### config.mk
export PLATFORM = sky130hd
export DESIGN_NAME = ram_rw_dp_clr
export DESIGN_NICKNAME = d
export VERILOG_FILES = /design/src/rtl/ram_rw_dp_clr.sv
export SDC_FILE = /design/constraint.sdc
export NUM_CORES = 2
export LEC_CHECK = 0
export ABC_AREA = 1
export BUFFER_PORTS_ARGS = -buffer_cell sky130_fd_sc_hd__buf_2
export CAP_MARGIN = 10
export CORE_MARGIN = 5
export CORE_UTILIZATION = 55
export DETAILED_ROUTE_END_ITERATION = 10
export PLACE_DENSITY = 0.71
export SYNTH_ARGS = -nofsm -noshare
export SYNTH_HDL_FRONTEND = slang
export SYNTH_SLANG_ARGS = --single-unit
### constraint.sdc
create_clock -name clk -period 5.44 [get_ports clk]
set_clock_uncertainty 0.15 [all_clocks]
set_input_delay 0.544 -clock clk [delete_from_list [all_inputs] [get_ports clk]]
set_output_delay 0.544 -clock clk [all_outputs]
set_load 0.01 [all_outputs]
### src/rtl/ram_rw_dp_clr.sv
// Single-port-per-direction RAM (one write, one read port) with a built-in clear
// sequencer that fills every word with INIT_VAL after reset or on request.
module ram_rw_dp_clr #(
    parameter int                 DATA_W   = 16,
    parameter int                 ADDR_W   = 7,
    parameter int                 RDW_MODE = 0,
    parameter logic [DATA_W-1:0]  INIT_VAL = '0
) (
    input  logic              clk,
    input  logic              rst_n,
    input  logic              wr_en,
    input  logic [ADDR_W-1:0] wr_addr,
    input  logic [DATA_W-1:0] din,
    input  logic              rd_en,
    input  logic [ADDR_W-1:0] rd_addr,
    input  logic              clear_req,
    output logic [DATA_W-1:0] dout,
    output logic              rd_valid,
    output logic              busy,
    output logic              dropped
);

    localparam int DEPTH = 2 ** ADDR_W;

    typedef enum logic {
        CLEAR = 1'b0,
        IDLE  = 1'b1
    } state_t;

    state_t              state_reg;
    state_t              state_next;
    logic [ADDR_W-1:0]   clr_addr_reg;
    logic [ADDR_W-1:0]   clr_addr_next;

    logic [DATA_W-1:0]   mem [DEPTH];

    logic                mem_we;
    logic [ADDR_W-1:0]   mem_waddr;
    logic [DATA_W-1:0]   mem_wdata;
    logic                idle_wr;
    logic                idle_rd;
    logic [DATA_W-1:0]   rd_word;

    logic [DATA_W-1:0]   dout_reg;
    logic                rd_valid_reg;
    logic                dropped_reg;

    // ------------------------------------------------------------------
    // Clear sequencer
    // ------------------------------------------------------------------
    always_ff @(posedge clk or negedge rst_n) begin
        if (!rst_n) begin
            state_reg    <= CLEAR;
            clr_addr_reg <= '0;
        end else begin
            state_reg    <= state_next;
            clr_addr_reg <= clr_addr_next;
        end
    end

    always_comb begin
        state_next    = state_reg;
        clr_addr_next = clr_addr_reg;
        case (state_reg)
            CLEAR: begin
                // The increment wraps to zero on the last word, so the
                // counter is already back at 0 when IDLE is entered.
                clr_addr_next = clr_addr_reg + ADDR_W'(1);
                if (&clr_addr_reg) begin
                    state_next = IDLE;
                end
            end
            IDLE: begin
                if (clear_req) begin
                    state_next    = CLEAR;
                    clr_addr_next = '0;
                end
            end
            default: begin
                state_next    = CLEAR;
                clr_addr_next = '0;
            end
        endcase
    end

    assign busy    = (state_reg == CLEAR);
    assign idle_wr = !busy && wr_en;
    assign idle_rd = !busy && rd_en;

    // ------------------------------------------------------------------
    // Memory write port: the sequencer owns it while busy. Gating with
    // rst_n keeps a held reset from repeatedly clearing word 0.
    // ------------------------------------------------------------------
    always_comb begin
        mem_we    = 1'b0;
        mem_waddr = wr_addr;
        mem_wdata = din;
        if (busy) begin
            mem_we    = rst_n;
            mem_waddr = clr_addr_reg;
            mem_wdata = INIT_VAL;
        end else begin
            mem_we    = rst_n && wr_en;
        end
    end

    always_ff @(posedge clk) begin
        if (mem_we) begin
            mem[mem_waddr] <= mem_wdata;
        end
    end

    // ------------------------------------------------------------------
    // Read port: the array read sees pre-edge contents (old data); the
    // new-data variant bypasses din on an address collision.
    // ------------------------------------------------------------------
    generate
        if (RDW_MODE == 1) begin : g_rdw_new
            assign rd_word = (idle_wr && (wr_addr == rd_addr)) ? din : mem[rd_addr];
        end else begin : g_rdw_old
            assign rd_word = mem[rd_addr];
        end
    endgenerate

    always_ff @(posedge clk or negedge rst_n) begin
        if (!rst_n) begin
            dout_reg     <= '0;
            rd_valid_reg <= 1'b0;
            dropped_reg  <= 1'b0;
        end else begin
            rd_valid_reg <= idle_rd;
            dropped_reg  <= busy && (wr_en || rd_en);
            if (idle_rd) begin
                dout_reg <= rd_word;
            end
        end
    end

    assign dout     = dout_reg;
    assign rd_valid = rd_valid_reg;
    assign dropped  = dropped_reg;

endmodule

==> results.toml <==
[run_status]
status = "finished clean"

[routing]
drc = 0
vias = 55500
viasPerCell = 6.04
drtPass1Iterations = 6
routed_wl_um = 227000
postRouteAntennaNets = 0
post_drt_wl_per_cell_um = 24.7
drtIter0Drc = 7950

[die]
die_w_um = 400
core_mm2 = 0.152
ios = 54
die_area_mm2 = 0.160
start_util = 0.552
rows = 143
dieHeight_um = 400

[timing]
rsz0062_at_grt = "false"
max_slew_margin = 0.183
setup_ws_ns = 1.24
maxSlewViolCount = 0
clock.fmax_mhz = 238
min_period_over_period = 0.771
worstMarginPinSlew_ns = 1.22
tns_ns = 0
final.min_clock_period_ns = 4.20
setup_viol_count_final = 0
finalHoldViolCount = 0

[power_and_ir_drop]
swShare = 0.250
power_frac_comb = 0.098
powerDensity_mw_per_mm2 = 376
pwr-share-clk = 0.371
p_sw_w = 0.00869
seqPwrFrac = 0.531
power_leakage_nw = 33.2
irDropWorstVdd_mv = 0.389
p_int_w = 0.0261
total_power_w = 0.0348

[placed_design]
portBuffers = 53
placed_cell_area_mm2 = 0.0865
post-place-ws_ns = 1.34
place_congestion = 0.905
dp.cells = 8820
dpl.hpwl_um = 128000

[setup_path]
path_buf_inv = 2
crit_path_max_fanout = 32
cp-end-kind = "register"
critPathTopFamily = "simple AND/OR/NAND/NOR gates"
start_kind = "register"
worstPathCellList = "inv_2 -> o21ai_1 -> nand3_1 -> nor2_1 -> buf_4"
cp.arrival_ns = 4.57
slowest_delay_ns = 0.94
cp_data_required_time_ns = 5.81
crit_type = "reg2reg"
critPathSlowestCell = "dfrtp_1"

[grt]
grt_pass1_vias = 52000
grt_overflow = 0
grt_max_degree = 217
grt-busiest-layer = "met2"
track_usage = 0.282
groute.layer.met2.usage = 0.434
grt_pass1_wl_um = 336000
use_met1 = 0.397
grtUsageMet3 = 0.0637
grt_antenna_before_repair = 10

[cts]
cts.sinks = 2074
root_buffer = "clkbuf_16"
ctsHoldBuffers = 4
cts_made_buffers = 199
clk_latency_ns = 0.84
cts_tree = "done"
cts_buffer_depth = 3
cts_setup_buffers = 0
cts_max_level = 4
cts_resized = 0
clk_pin_slew_ns = 0.06

[layout]
multiInputGateArea_mm2 = 0.0190
syn2layout_area_growth_pct = 10.5
register_area_mm2 = 0.0621
instances_no_fill = 9187
fin_area_mm2 = 0.0925
largest_register_ff_count = 2048
final_layout_size_suffix_gt1_frac = 0.0818
nNetsFinal = 7032
num-fill-cells = 11400

[synth]
syn_nets = 6985
synthesis.area_mm2 = 0.0837
synth_seq_area_share = 0.743
ys_seq_elements = 2074
netlist-cell-type-count = 28
avgSynthCellArea_um2 = 12.0
netlist_instances = 6949
ys.warnings.count = 0

[run]
drv_cap = 0

[min_path]
hold_path_class = "in2async"
==> cells in the mapped netlist <==
cell      number  area share
inv_4          1    0.000075
nand3_2        1     0.00012
or2_2          2     0.00015
buf_4         52      0.0047
clkinv_1       2    0.000090
clkbuf_1      80      0.0036
buf_6         15      0.0020
or2_1          2     0.00015
buf_2        256       0.015
nand2_1     2162       0.097
edfxtp_1    2048        0.73
nor2_2         1    0.000075
dfrtp_1       26      0.0078
o21ai_1        4     0.00024
inv_2          4     0.00018
nor3_1         1    0.000060
nor3_2         1     0.00012
o21ai_0       12     0.00072
o22ai_1        1    0.000075
inv_1         43      0.0019
o21a_1         2     0.00018
buf_1         58      0.0026
nand4_1        1    0.000075
ha_1           1     0.00015
buf_8          1     0.00018
a21oi_1        1    0.000060
nand3_1     2022        0.12
nor2_1       149      0.0067
==> worst reg2reg max path, stage by stage, from the launching register on <==
cell and delay (ns):
dfrtp_1 0.94, inv_2 0.25, o21ai_1 0.56, nand3_1 0.84
nor2_1 0.83, buf_4 0.31
==> logic make-up (layout without fill, tap and decap cells) <==
kind of cell,Yosys count,after routing,synth area share
AOI/OAI and AO/OA,20,20,0.00127
adders and majority gates,1,1,0.000149
buffers and inverters,512,718,0.0306
DFF,2074,2074,0.743
other,0,2,0
and+or+nand+nor,4342,4342,0.225
==> power groups by stage <==
stage          Combinational (W)  Clock (W)  Sequential (W)
5_1_grt                  0.00362     0.0137          0.0185
2_1_floorplan            0.00185          0          0.0187
4_1_cts                  0.00335     0.0130          0.0184
6_report                 0.00341     0.0129          0.0185
3_5_place_dp             0.00333          0          0.0188
3_3_place_gp             0.00327          0          0.0188
==> placed cells by master, fill, tap and decap left out, drive strengths merged <==
cell type and n:
bufinv 7, dfrtp 26, clkinv 84, o22ai 1
nor2 150, o21a 2, nand2 2162, nand3 2023
clkbuf 262, inv 57, buf 304, dlygate4sd3 4
a21oi 1, or2 4, o21ai 16, edfxtp 2048
diode 2, ha 1, nand4 1, nor3 2
==> through the flow <==
| step | utilization | hold slack [ns] |
|---|---|---|
| after CTS | 0.610 | 0.0743 |
| after detailed placement | 0.571 | 0.397 |
| final | 0.610 | 0.106 |
| after global placement | 0.571 | 0.378 |
| after floorplan | - | 0.0984 |
| after global routing | 0.610 | 0.131 |
==> area by class of cell <==
cell class / instances / share of cell area
multi-input cells: 4363 / 0.205
clock buffers: 262 / 0.0571
repair buffers: 308 / 0.0281
well taps: 2030 / 0.0275
flip-flops and latches: 2074 / 0.672
diodes: 2 / 0.0000541
clock inverters: 98 / 0.00732
inverters: 50 / 0.00283
==> path summary, 6_finish.rpt <==
| check | start | endpoint | slack, ns | cells past startpoint |
|---|---|---|---|---|
| min | rst_n | state_reg | 0.11 | 3 |
| min reg2reg | clr_addr_reg[2] | clr_addr_reg[2] | 0.41 | 2 |
| max reg2reg | state_reg | mem[4][0] | 1.24 | 5 |
| max | state_reg | mem[4][0] | 1.24 | 5 |
| max in group asynchronous | rst_n | dout[0] | 4.70 | 3 |
| min in group clk | din[5] | mem[82][5] | 0.16 | 3 |
==> routing by layer <==
metal  wire [µm]  up-vias
met5          61        -
met4        9490        8
met3       25600      508
met2      105000     3347
met1       86300    26900
li1            -    24800
(Power assumes the default switching activity.)
